<file path="config.mk">
export PLATFORM = sky130hd
export DESIGN_NAME = ram_arbiter
export DESIGN_NICKNAME = d
export VERILOG_FILES = /design/src/rtl/ram_arbiter.sv
export SDC_FILE = /design/constraint.sdc
export NUM_CORES = 1
export LEC_CHECK = 0
export BUFFER_PORTS_ARGS = -buffer_cell sky130_fd_sc_hd__buf_2
export CAP_MARGIN = 20
export CORE_MARGIN = 2
export CORE_UTILIZATION = 30
export DETAILED_ROUTE_END_ITERATION = 8
export SYNTH_ARGS = -nofsm -noshare
export SYNTH_HDL_FRONTEND = slang
export SYNTH_SLANG_ARGS = --single-unit
</file>
<file path="constraint.sdc">
create_clock -name clk -period 3.16 [get_ports clk]
set_clock_uncertainty 0.2 [all_clocks]
set_input_delay 0.632 -clock clk [delete_from_list [all_inputs] [get_ports clk]]
set_output_delay 0.632 -clock clk [all_outputs]
set_load 0.01 [all_outputs]
</file>
<file path="src/rtl/ram_arbiter.sv">
// ram_arbiter
// Shares the single-port RAM's 10-bit command interface between two requesters.
// An address command takes a lock so that the address/data pair that follows it
// cannot be interleaved with the other requester's commands. Read data goes back
// to the requester that issued the read.
//   clk, rst_n              : clock (rising edge), asynchronous active-low reset
//   s0_din/s0_valid         : SPI command stream (no backpressure, buffered)
//   s0_dout/s0_tx_valid     : read data back to SPI
//   s1_din/s1_valid/s1_ready: local command port with valid/ready handshake
//   s1_dout/s1_tx_valid     : read data back to local port
//   ram_din/ram_rx_valid    : command strobe towards the RAM
//   ram_dout/ram_tx_valid   : RAM read data
//   grant                   : one-hot lock owner, 00 when free
//   s0_overflow             : sticky, an SPI command was dropped
//   lock_timeout            : one-cycle pulse when an idle owner loses the lock
module ram_arbiter #(
    parameter int FIFO_DEPTH   = 4,
    parameter int LOCK_TIMEOUT = 64
) (
    input  logic       clk,
    input  logic       rst_n,
    input  logic [9:0] s0_din,
    input  logic       s0_valid,
    output logic [7:0] s0_dout,
    output logic       s0_tx_valid,
    input  logic [9:0] s1_din,
    input  logic       s1_valid,
    output logic       s1_ready,
    output logic [7:0] s1_dout,
    output logic       s1_tx_valid,
    output logic [9:0] ram_din,
    output logic       ram_rx_valid,
    input  logic [7:0] ram_dout,
    input  logic       ram_tx_valid,
    output logic [1:0] grant,
    output logic       s0_overflow,
    output logic       lock_timeout
);

    localparam int PTR_W = $clog2(FIFO_DEPTH);
    localparam int CNT_W = $clog2(LOCK_TIMEOUT + 1);
    // The pulse is registered, so the release decision is taken one count early.
    localparam logic [CNT_W-1:0] COUNT_LAST = CNT_W'(LOCK_TIMEOUT - 1);

    typedef enum logic [1:0] {
        IDLE    = 2'd0,
        OWN_W   = 2'd1,
        OWN_R   = 2'd2,
        RD_WAIT = 2'd3
    } state_t;

    state_t           state_r;
    logic             owner_r;       // 0: s0, 1: s1
    logic             last_grant_r;  // 0: s0, 1: s1
    logic [CNT_W-1:0] count_r;

    logic [9:0]       fifo_mem_r [FIFO_DEPTH];
    logic [PTR_W-1:0] wr_ptr_r;
    logic [PTR_W-1:0] rd_ptr_r;
    logic [PTR_W:0]   fill_r;

    logic             fifo_empty_s;
    logic             fifo_full_s;
    logic             push_s;
    logic             pop_s;
    logic             drop_s;
    logic             sel0_s;
    logic             sel1_s;
    logic             accept_s;
    logic [9:0]       cmd_s;
    logic             at_limit_s;

    function automatic logic [1:0] grant_of(input logic owner);
        grant_of = owner ? 2'b10 : 2'b01;
    endfunction

    assign fifo_empty_s = (fill_r == (PTR_W+1)'(0));
    assign fifo_full_s  = (fill_r == (PTR_W+1)'(FIFO_DEPTH));
    assign pop_s        = sel0_s;
    // A pop in the same cycle frees a slot, so a full FIFO still takes the word.
    assign push_s       = s0_valid && (!fifo_full_s || pop_s);
    assign drop_s       = s0_valid && fifo_full_s && !pop_s;
    assign accept_s     = sel0_s || sel1_s;
    assign cmd_s        = sel1_s ? s1_din : fifo_mem_r[rd_ptr_r];
    assign at_limit_s   = (count_r == COUNT_LAST);
    assign s1_ready     = sel1_s;

    // Select which requester, if any, has its command accepted this cycle.
    always_comb begin
        sel0_s = 1'b0;
        sel1_s = 1'b0;
        case (state_r)
            IDLE: begin
                if (!fifo_empty_s && s1_valid) begin
                    if (last_grant_r) begin
                        sel0_s = 1'b1;
                    end else begin
                        sel1_s = 1'b1;
                    end
                end else if (!fifo_empty_s) begin
                    sel0_s = 1'b1;
                end else if (s1_valid) begin
                    sel1_s = 1'b1;
                end else begin
                    sel0_s = 1'b0;
                    sel1_s = 1'b0;
                end
            end
            OWN_W, OWN_R: begin
                if (owner_r) begin
                    sel1_s = s1_valid;
                end else begin
                    sel0_s = !fifo_empty_s;
                end
            end
            RD_WAIT: begin
                sel0_s = 1'b0;
                sel1_s = 1'b0;
            end
            default: begin
                sel0_s = 1'b0;
                sel1_s = 1'b0;
            end
        endcase
    end

    // Requester-0 FIFO storage; contents are don't-care while empty.
    always_ff @(posedge clk) begin
        if (push_s) begin
            fifo_mem_r[wr_ptr_r] <= s0_din;
        end
    end

    // Requester-0 FIFO pointers and fill level.
    always_ff @(posedge clk or negedge rst_n) begin
        if (!rst_n) begin
            wr_ptr_r <= PTR_W'(0);
            rd_ptr_r <= PTR_W'(0);
            fill_r   <= (PTR_W+1)'(0);
        end else begin
            if (push_s) begin
                wr_ptr_r <= wr_ptr_r + PTR_W'(1);
            end
            if (pop_s) begin
                rd_ptr_r <= rd_ptr_r + PTR_W'(1);
            end
            case ({push_s, pop_s})
                2'b10:   fill_r <= fill_r + (PTR_W+1)'(1);
                2'b01:   fill_r <= fill_r - (PTR_W+1)'(1);
                default: fill_r <= fill_r;
            endcase
        end
    end

    // Arbitration FSM, lock counter and all registered outputs.
    always_ff @(posedge clk or negedge rst_n) begin
        if (!rst_n) begin
            state_r      <= IDLE;
            owner_r      <= 1'b0;
            last_grant_r <= 1'b1;
            count_r      <= CNT_W'(0);
            ram_din      <= 10'd0;
            ram_rx_valid <= 1'b0;
            s0_dout      <= 8'd0;
            s0_tx_valid  <= 1'b0;
            s1_dout      <= 8'd0;
            s1_tx_valid  <= 1'b0;
            grant        <= 2'b00;
            s0_overflow  <= 1'b0;
            lock_timeout <= 1'b0;
        end else begin
            ram_rx_valid <= accept_s;
            s0_tx_valid  <= 1'b0;
            s1_tx_valid  <= 1'b0;
            lock_timeout <= 1'b0;
            if (drop_s) begin
                s0_overflow <= 1'b1;
            end
            if (accept_s) begin
                // Outside IDLE only the owner is selected, so sel1_s names the owner.
                ram_din <= cmd_s;
                count_r <= CNT_W'(0);
                if (state_r == IDLE) begin
                    owner_r      <= sel1_s;
                    last_grant_r <= sel1_s;
                end
                case (cmd_s[9:8])
                    2'b00: begin
                        state_r <= OWN_W;
                        grant   <= grant_of(sel1_s);
                    end
                    2'b10: begin
                        state_r <= OWN_R;
                        grant   <= grant_of(sel1_s);
                    end
                    2'b01: begin
                        // Write data completes a write pair; read-addr lock survives it.
                        if (state_r == OWN_R) begin
                            state_r <= OWN_R;
                            grant   <= grant_of(sel1_s);
                        end else begin
                            state_r <= IDLE;
                            grant   <= 2'b00;
                        end
                    end
                    2'b11: begin
                        state_r <= RD_WAIT;
                        grant   <= grant_of(sel1_s);
                    end
                    default: begin
                        state_r <= IDLE;
                        grant   <= 2'b00;
                    end
                endcase
            end else begin
                case (state_r)
                    OWN_W, OWN_R: begin
                        if (at_limit_s) begin
                            state_r      <= IDLE;
                            grant        <= 2'b00;
                            lock_timeout <= 1'b1;
                            last_grant_r <= owner_r;
                            count_r      <= CNT_W'(0);
                        end else begin
                            count_r <= count_r + CNT_W'(1);
                        end
                    end
                    RD_WAIT: begin
                        if (ram_tx_valid) begin
                            state_r <= IDLE;
                            grant   <= 2'b00;
                            count_r <= CNT_W'(0);
                            if (owner_r) begin
                                s1_dout     <= ram_dout;
                                s1_tx_valid <= 1'b1;
                            end else begin
                                s0_dout     <= ram_dout;
                                s0_tx_valid <= 1'b1;
                            end
                        end else if (at_limit_s) begin
                            state_r      <= IDLE;
                            grant        <= 2'b00;
                            lock_timeout <= 1'b1;
                            last_grant_r <= owner_r;
                            count_r      <= CNT_W'(0);
                        end else begin
                            count_r <= count_r + CNT_W'(1);
                        end
                    end
                    default: begin
                        count_r <= CNT_W'(0);
                    end
                endcase
            end
        end
    end

endmodule
</file>
==> summary.md, run 1 <==
| Metric | Value |
|---|---|
| Wire per inst | ~14 microns |
| Design Area, Final | between 4000 and 5000 sq um |
| GRT Util Overall | about 11% |
| Dominant cell type by area after synthesis | dfrtp_1 |
| Floorplan core area | 12,500 sq um |
| Synth cell types | 47 |
| CTS buffer count | 9 |
| Setup Crit Path Kind | register to primary output |
| Crit path launch type | register |
| Antenna violations before repair | 0 |
| Max Slew Vio Count | 0 |
| PwrDens | about 1000 nW/um^2 |
| Period minus WS final | roughly 2.9 ns |
| Final Hold Violating Endpoints | 0 |
| MaxCap Viol Count | 0 |
| CTS H-tree lvls | 3 |
| Setup WS pre-CTS | ~0.4 ns |
| CP max FO | 12 |
| # diodes | 0 |
| Relative slew margins | between 60% and 70% |
| R2R Path Start | state_r[0]$_DFFE_PN0P_ |
| Fin worst setup slack | around 0.27 ns |
| Worst hold path class | register to register |
| Fin crit share | 91.4% |
| Crit path DAT | 2.06 ns |
| Die X | roughly 120 microns |
| Final setup vio count | 0 |
| Largest net degree at the start of global routing | 37 |
| Tot Pwr | just under 0.005 W |
| P_leak | 2.04 nW |
| Vias in the first global route | between 2,000 and 2,500 |
| Initial Utilization | 30.4% |
| Rows | 41 |
| Final wirelength | 7250 microns |
| Nets | between 300 and 400 |
| FF-to-FF End | fill_r[2]$_DFFE_PN0P_ |
| Syn-to-layout area delta | 23.0% |
| Clk_lat worst skew | about 0.34 ns |
| Synthesized area per cell | between 10 and 15 sq um |
| Global route total overflow | 0 |
| Worst-path clk slew | approximately 0.070 ns |
| Yosys reg bits | 91 |
| DP HPWL | 5370 microns |
| Ys Warns | 0 |
| Die Y | 117 microns |
| Total number of vias | between 2,000 and 2,500 |
| Post-synth EDFFs | 40 |
| Hold wc startpoint | s0_overflow$_DFFE_PN0P_ |
| Post-route ant nets | 0 |
| Sequential-to-total area share from yosys stat | between 60% and 70% |
| R2R cell count | 10 |
| Worst slew pin tran | 0.524 ns |
| Max Freq | around 0.35 GHz |
| Drt drc | 0 |
| DIE AREA | around 14,000 sq um |
| Cell count after synthesis | 257 |
| Hold Path Sink | s0_overflow$_DFFE_PN0P_ |
| Drt via density | about 4.5 |
| Root buf cell | clkbuf_16 |
| Final TNS setup | 0 ns |
| Synthesized area | around 3800 sq um |
| Post-CTS Resized | 0 |
| Status | completed |
| First-pass GRT wire length | approximately 12,000 microns |
| Starting DRT DRC Count | 77 |
| I/O Pins | 67 |
| Unrepaired setup endpoints after global routing | no |
| Top cell type's share of synthesized area | 32.8% |
| GPL Wtd Cong | approximately 0.75 |
| IO buf count | 66 |
| Deepest clock path buffer count | 2 |
| Asr flop ratio synth | roughly 56% |
| Dpl cell area | around 4400 sq um |
| Clock sink count | ~90 |
| Fillers | ~1,200 |
| Area contributors post-synth | dfrtp_1, edfxtp_1, mux4_2 |
| Drt first pass iters | 4 |
| Crit. End Element | primary output |
| Syn Nets | between 300 and 400 |
| Setup slack, reg-to-reg | 0.38 ns |
| Share of layout cells above drive strength 1 | approximately 36% |
| Peak VDD IR | 0.323 mV |
| Synth Flop Type | dfrtp_1 |
| CTS tree | yes |
| Hold depth | 1 |
| Crit path required time | approximately 2.3 ns |
area by class of cell:
| cell class | instances | area [sq um] | area share [%] |
|---|---|---|---|
| tap | 172 | 215 | 4.59 |
| clock buffer | 9 | 225 | 4.80 |
| clock inverter | 7 | 93.8 | 2.00 |
| inverter | 13 | 53.8 | 1.15 |
| multi-input combinational | 145 | 1240 | 26.5 |
| timing repair buffer | 72 | 378 | 8.06 |
| sequential | 91 | 2480 | 52.9 |
metal layers:
layer / GRT usage (%) / vias to the layer above / share of wire, %
met1: 13.5 / 1170 / 43
met2: 19.1 / 30 / 53
met5: 0 / - / 0
met3: 2.54 / 14 / 2.5
li1: - / 1086 / -
met4: 5.33 / 0 / 2.3
cell families (layout without fill, tap and decap cells):
| logic type | count (synthesis) | count (layout) | share of synthesized area, % |
|---|---|---|---|
| flip-flops | 91 | 91 | 65.0 |
| AND/OR/NAND/NOR | 59 | 59 | 8.08 |
| AO/OA/AOI/OAI | 38 | 38 | 7.52 |
| multiplexers | 28 | 28 | 11.2 |
| buffers and inverters | 21 | 101 | 2.33 |
| adder cells (fa/ha/maj) | 11 | 11 | 3.81 |
| XOR/XNOR | 9 | 9 | 2.07 |
report_power, final:
group,switching (W),leakage [nW],internal (W)
registers,0.000204,1.01,0.00164
clock network,0.000490,0.153,0.000635
logic,0.00107,0.881,0.000857
worst max-delay path, stage by stage, from the launching register on:
cell and delay [ns]:
dfrtp_1 0.41, inv_1 0.09, ha_1 0.34, nand3b_1 0.27, o211ai_4 0.19, buf_4 0.26
buf_2 0.16
layout by cell type (no fill, tap or decap), types with 3 or more instances in the layout:
master / Yosys / routed
mux4_2: 10 / 10
nor2_1: 9 / 9
or3_1: 3 / 3
o21ai_0: 5 / 5
mux2_2: 16 / 16
a22o_1: 3 / 3
ha_1: 10 / 10
nor3_1: 3 / 3
edfxtp_1: 40 / 40
a22oi_1: 8 / 8
clkbuf_16: 0 / 9
buf_4: 0 / 5
a21oi_1: 8 / 8
buf_2: 4 / 66
dfrtp_1: 50 / 50
nand2_1: 24 / 24
and2_1: 6 / 6
xnor2_1: 8 / 8
inv_1: 12 / 12
Yosys cell counts (all sizes together), types with 2 or more instances:
cell and number:
o211ai 2, o21ai 5, nand2b 2, mux4 10, a21oi 8, buf 5
edfxtp 40, clkbuf 3, nor3 3, and2 6, nand2 24, o211a 2
a31oi 2, a22o 3, xnor2 8, a22oi 8, mux2 16, nor2 11
nor2b 2, nand3b 2, nand3 2, or3 3, inv 13, mux2i 2
ha 10, dfrtp 50
what timing repair did:
item	in CTS	in global routing
hold buffers	1	0
hold endpoints to repair	15	0
setup buffers	0	0
worst max-delay path by stage:
stage / start / to / slack [ns] / cells past startpoint
2_1_floorplan: fill_r[1]$_DFFE_PN0P_ / state_r[1]$_DFFE_PN0P_ / 0.62 / 10
3_3_place_gp: s1_valid / fill_r[2]$_DFFE_PN0P_ / 0.52 / 9
3_5_place_dp: state_r[0]$_DFFE_PN0P_ / fill_r[2]$_DFFE_PN0P_ / 0.40 / 10
4_1_cts: state_r[0]$_DFFE_PN0P_ / s1_ready / 0.27 / 6
5_1_grt: state_r[0]$_DFFE_PN0P_ / s1_ready / 0.16 / 6
6_report: state_r[0]$_DFFE_PN0P_ / s1_ready / 0.27 / 6
flip-flops by register name, indices dropped and copies added (netlist names), 3 cells and up:
| signal | flops |
|---|---|
| count_r | 7 |
| fifo_mem_r | 40 |
| fill_r | 3 |
| ram_din | 10 |
| s1_dout | 8 |
| s0_dout | 8 |
metrics by stage:
stage	hold slack, ns	instances	util (%)
2_1_floorplan	0.136	257	-
3_3_place_gp	0.249	492	34.8
3_5_place_dp	0.253	492	34.8
4_1_cts	0.268	509	37.5
5_1_grt	0.290	509	37.5
6_report	0.264	509	37.5
No activity file was read; power rests on OpenSTA's default activity.
==> inputs of run 2 (changes only) <==
==> constraint.sdc (replaced) <==
create_clock -name clk -period 3.16 [get_ports clk]
set_clock_uncertainty 0.2 [all_clocks]
set_input_delay 0.316 -clock clk [delete_from_list [all_inputs] [get_ports clk]]
set_output_delay 0.316 -clock clk [all_outputs]
set_load 0.01 [all_outputs]
==> summary.md, run 2 (same netlist as run 1, synthesis figures left out) <==
| Metric | Value |
|---|---|
| Status | completed |
| Worst hold path class | input port to register |
| Routed wl met3 | between 200 and 250 microns |
| Relative slew margins | roughly 53% |
| GRT Util Overall | a little under an eighth |
| Max Freq | between 0.3 and 0.4 GHz |
| GPL Wtd Cong | between 0.7 and 0.8 |
| Nets | ~390 |
| Initial Utilization | slightly above 30% |
| Largest net degree at the start of global routing | 33 |
| Most frequent cells in the layout | buf_2, dfrtp_1, edfxtp_1 |
| Hold Slack | 0.0174 ns |
| First-pass GRT wire length | roughly 12,000 microns |
| Vias in the first global route | roughly 2,300 |
| Wire per inst | between 10 and 15 microns |
| M1 WL | between 3000 and 4000 microns |
| Final Hold Violating Endpoints | 0 |
| IO buf count | 66 |
| Global route total overflow | 0 |
| Biggest regs | fifo_mem_r: 40 flops, ram_din: 10 flops |
| Cell mode on critical path | inv_1 |
| Fin crit share | about 87% |
| Crit path required time | around 3.2 ns |
| Post-route ant nets | 0 |
| Starting DRT DRC Count | 60 |
| Delay of the slowest critical-path stage | roughly 0.50 ns |
| WL met2 | roughly 3800 microns |
| Leading cell type in the layout, fill and taps excluded | buf_2 |
| CP Launch Point | state_r[0]$_DFFE_PN0P_ |
| Max FFs per register | 40 |
| Period minus WS final | between 2 and 3 ns |
| Drt first pass iters | 4 |
| Die X | between 100 and 150 microns |
| Setup Crit Path Kind | register to register |
| Reg with most FFs | fifo_mem_r |
| Rows | a little over 40 |
| Max Slew Vio Count | 0 |
| Clock sink count | a little over 90 |
| Final wirelength | 7360 microns |
| Floorplan core area | approximately 13,000 sq um |
| I/O Pins | 67 |
| Syn-to-layout area delta | 24.2% |
| Cell Chain, Critical Path | inv_1, ha_1, nand3b_1, o211a_2, nand2_1, fa_1, inv_1, nor3_1, a31oi_1, xnor2_1 |
| Crit. End Element | register |
| Util after Layout | 37.8% |
| Crit path DAT | 2.82 ns |
| CTS H-tree lvls | 3 |
| Worst-path clk slew | approximately 0.07 ns |
| Drt via density | around 4.4 |
| CP max FO | 14 |
| DP HPWL | around 5300 microns |
| Share of layout cells above drive strength 1 | a little over a third |
| Tot Pwr | 0.00477 W |
| Final TNS setup | 0 ns |
| P_leak | 2.06 nW |
| CTS buffer count | 9 |
| DIE AREA | 13,600 sq um |
| Worst slew pin tran | 0.710 ns |
| Drt drc | 0 |
| Peak VDD IR | between 0.2 and 0.3 mV |
| MaxCap Viol Count | 0 |
| Unrepaired setup endpoints after global routing | no |
| CTS tree | yes |
| # diodes | 0 |
| Deepest clock path buffer count | 2 |
| PwrDens | about 1000 nW/um^2 |
| Die Y | around 120 microns |
| Hold wc startpoint | s0_din[8] |
| Total number of vias | approximately 2,300 |
| Clk_lat worst skew | ~0.34 ns |
| Crit path launch type | register |
| DR top layer | met4 |
| Final setup vio count | 0 |
| Antenna violations before repair | 0 |
| R2R Path Start | state_r[0]$_DFFE_PN0P_ |
| Root buf cell | clkbuf_16 |
| Post-CTS Setup Bufs | 0 |
| CP max stage cell | o211a_2 |
==> run 2: path summary, 6_finish.rpt <==
path | to | slack (ns) | cells after the start
max in group asynchronous | ram_din[3]$_DFFE_PN0P_ | 1.66 | 3
min in group asynchronous | s0_dout[6]$_DFFE_PN0P_ | 0.36 | 2
hold / removal | fifo_mem_r[0][8]$_DFFE_PP_ | 0.02 | 1
hold reg to reg | count_r[0]$_DFF_PN0_ | 0.27 | 1
setup / recovery | fill_r[2]$_DFFE_PN0P_ | 0.41 | 10
setup reg to reg | fill_r[2]$_DFFE_PN0P_ | 0.41 | 10
==> run 2: layer usage <==
metal	track usage (%)	vias to the layer above
li1	-	1112
met4	5.65	0
met1	14.0	1127
met3	3.22	8
met2	19.2	31
met5	0	-
==> run 2: timing repair <==
item / in CTS / in global routing
gates resized for setup: 0 / 0
hold buffers: 10 / 0
hold endpoints to repair: 66 / 0
==> run 2: critical path: cells and delay by family (launching register included) <==
family,cells,cell delay (ns)
AO/OA/AOI/OAI,2,0.68
XOR/XNOR,1,0.14
AND/OR/NAND/NOR,3,0.46
buffers and inverters,2,0.14
flip-flops,1,0.36
adder cells (fa/ha/maj),2,0.68
==> run 2: where the power goes <==
part | total, W | switching [W] | internal (W)
clock | 0.000989 | 0.000453 | 0.000536
sequential | 0.00183 | 0.000186 | 0.00164
combinational | 0.00195 | 0.00109 | 0.000863
==> run 2: layout make-up <==
class,count,area [sq um]
tap,172,215
timing repair buffer,81,468
clock buffer,9,225
fill,1226,7780
clock inverter,6,50.0
multi-input combinational,145,1240
inverter,13,53.8
sequential,91,2480
==> run 2: through the flow <==
step                area (sq um)  std cells  worst slack, ns
global route                4730        517            0.113
finish                      4730        517            0.406
CTS                         4730        517            0.400
floorplan                   3810        257            0.624
global placement            4360        492            0.533
detailed placement          4360        492            0.416
==> inputs of run 3 (changes only) <==
--- a/config.mk
+++ b/config.mk
@@ -5,11 +5,14 @@
 export SDC_FILE = /design/constraint.sdc
 export NUM_CORES = 1
 export LEC_CHECK = 0
+export ABC_CLOCK_PERIOD_IN_PS = 3160
 export BUFFER_PORTS_ARGS = -buffer_cell sky130_fd_sc_hd__buf_2
 export CAP_MARGIN = 20
+export CORE_ASPECT_RATIO = 1.2
 export CORE_MARGIN = 2
 export CORE_UTILIZATION = 30
 export DETAILED_ROUTE_END_ITERATION = 8
+export REMOVE_ABC_BUFFERS = 1
 export SYNTH_ARGS = -nofsm -noshare
 export SYNTH_HDL_FRONTEND = slang
 export SYNTH_SLANG_ARGS = --single-unit
==> summary.md, run 3 (same netlist as run 1, synthesis figures left out) <==
| Metric | Value |
|---|---|
| Cells after DPL | between 400 and 500 |
| Global-route met3 utilization | 3.67% |
| Final Hold Violating Endpoints | 0 |
| Biggest regs | fifo_mem_r: 40 flops, ram_din: 10 flops |
| Tot Pwr | slightly below 0.005 W |
| Unrepaired setup endpoints after global routing | no |
| Crit path required time | ~3.2 ns |
| Max FFs per register | 40 |
| Relative slew margins | 61.4% |
| Share of layout cells above drive strength 1 | roughly a third |
| MaxCap Viol Count | 0 |
| CP max FO | 10 |
| Final setup vio count | 0 |
| DP HPWL | about 5500 microns |
| CTS buffer count | 9 |
| Drt first pass iters | 5 |
| GRT Util Overall | 12.1% |
| Setup slack, reg-to-reg | 0.35 ns |
| Die X | ~110 microns |
| Worst-path clk slew | approximately 0.07 ns |
| # diodes | 0 |
| Setup Crit Path Kind | register to register |
| Final wirelength | between 7000 and 8000 microns |
| Worst slew pin tran | 0.579 ns |
| Clock sink count | roughly 90 |
| Design Area, Final | about 4800 sq um |
| Drt drc | 0 |
| Clk_lat worst skew | 0.34 ns |
| Post-route ant nets | 0 |
| Hold Path Sink | ram_din[2]$_DFFE_PN0P_ |
| CP max stage cell | dfrtp_1 |
| Worst path top cell family by delay | compound AO/OA/AOI/OAI gates |
| Cell Chain, Critical Path | inv_1, ha_1, nand2_1, o211ai_4, nand2b_1, a21boi_1, inv_1, ha_1, a21oi_1, nor3_1, a221o_1 |
| Vias in the first global route | 2,516 |
| Syn-to-layout area delta | 25.0% |
| Layout Cells excl Fill | between 500 and 600 |
| Period minus WS final | 2.81 ns |
| Rows | 45 |
| Global-route met2 utilization | a little over a fifth |
| Peak VDD IR | around 0.48 mV |
| Fillers | between 1,000 and 1,500 |
| Met1 GRT Util | about 15% |
| Status | completed |
| Root buf cell | clkbuf_16 |
| # hold bufs at CTS | 11 |
| Crit path DAT | 2.84 ns |
| Dpl cell area | between 4000 and 5000 sq um |
| P_leak | approximately 2.1 nW |
| Most frequent cells in the layout | buf_2, dfrtp_1, edfxtp_1 |
| FF-to-FF End | state_r[1]$_DFFE_PN0P_ |
| Delay of the slowest critical-path stage | approximately 0.4 ns |
| Crit path launch type | register |
| Hold depth | 3 |
| GPL Wtd Cong | ~0.76 |
| First-pass GRT wire length | 12,600 microns |
| Initial Utilization | between 30% and 40% |
| Busiest grt layer | met2 |
| Max Slew Vio Count | 0 |
| Fin crit share | roughly nine tenths |
| Crit. End Element | register |
| Antenna violations before repair | 0 |
| CP Launch Point | state_r[0]$_DFFE_PN0P_ |
| Total number of vias | between 2,000 and 2,500 |
| Wire per inst | ~15 microns |
| CTS tree | yes |
| Starting DRT DRC Count | 103 |
| Largest net degree at the start of global routing | 32 |
| Worst hold path class | input port to register |
| R2R cell count | 11 |
| I/O Pins | 67 |
| Reg area | roughly 2500 sq um |
| IO buf count | 66 |
| Leading cell type in the layout, fill and taps excluded | buf_2 |
| Final TNS setup | 0 ns |
| Deepest clock path buffer count | 2 |
| Post-CTS Resized | 0 |
| Floorplan core area | about 13,000 sq um |
| Reg with most FFs | fifo_mem_r |
| R2R Path Start | state_r[0]$_DFFE_PN0P_ |
| Buf/Inv on CP | 2 |
| Max Freq | approximately 0.36 GHz |
| Global route total overflow | 0 |
| Die Y | around 130 microns |
| Hold wc startpoint | s1_din[2] |
| Drt via density | around 4.6 |
| CTS H-tree lvls | 3 |
| Post-CTS Setup Bufs | 0 |
| PwrDens | 1020 nW/um^2 |
| Multi-input gate area | approximately 1200 sq um |
| DIE AREA | ~14,000 sq um |
| Nets | between 300 and 400 |
==> run 3: cell types whose count changed in the layout (fill, tap and decap cells not counted) <==
| cell | delta |
|---|---|
| buf_4 | -1 |
| dlygate4sd3_1 | +1 |
| bufinv_16 | +1 |
| inv_6 | +2 |
| clkinvlp_4 | -2 |
| clkinv_4 | -2 |
| inv_8 | +2 |
==> run 3: area by class of cell <==
type | instances | share of cell area, %
inverter | 13 | 1.13
tap | 164 | 4.31
clock buffer | 9 | 4.73
sequential | 91 | 52.0
multi-input combinational | 145 | 26.1
clock inverter | 7 | 1.84
timing repair buffer | 81 | 9.87
==> run 3: how the worst max path moves through the flow <==
| stage | end | depth (start not counted) | slack [ns] |
|---|---|---|---|
| floorplan | state_r[1]$_DFFE_PN0P_ | 11 | 0.46 |
| global placement | fifo_mem_r[3][3]$_DFFE_PP_ | 6 | 0.49 |
| detailed placement | state_r[1]$_DFFE_PN0P_ | 11 | 0.37 |
| CTS | state_r[1]$_DFFE_PN0P_ | 11 | 0.35 |
| global route | state_r[1]$_DFFE_PN0P_ | 11 | 0.09 |
| finish | state_r[1]$_DFFE_PN0P_ | 11 | 0.35 |
==> run 3: worst min-delay path, stage by stage <==
cell,delay [ns]
buf_2,0.08
a22oi_1,0.07
nand2_1,0.06
==> run 3: routing by layer <==
| layer | vias to the layer above | wire, microns |
|---|---|---|
| met1 | 1149 | 3210 |
| met5 | - | 0 |
| li1 | 1108 | - |
| met4 | 0 | 61 |
| met3 | 6 | 354 |
| met2 | 67 | 3900 |
==> run 3: power by group <==
group | total [W] | internal (W) | switching (W)
combinational | 0.00190 | 0.000857 | 0.00104
sequential | 0.00187 | 0.00164 | 0.000228
clock | 0.00111 | 0.000635 | 0.000476
total | 0.00488 | 0.00313 | 0.00174
==> run 3: through the flow <==
step,util (%),setup WS [ns],hold slack [ns]
final,37.9,0.345,0.0180
after global routing,37.9,0.0907,0.0108
after CTS,37.9,0.353,0.00699
after detailed placement,34.6,0.366,0.0958
after global placement,34.6,0.492,0.0977
after floorplan,-,0.461,-0.180
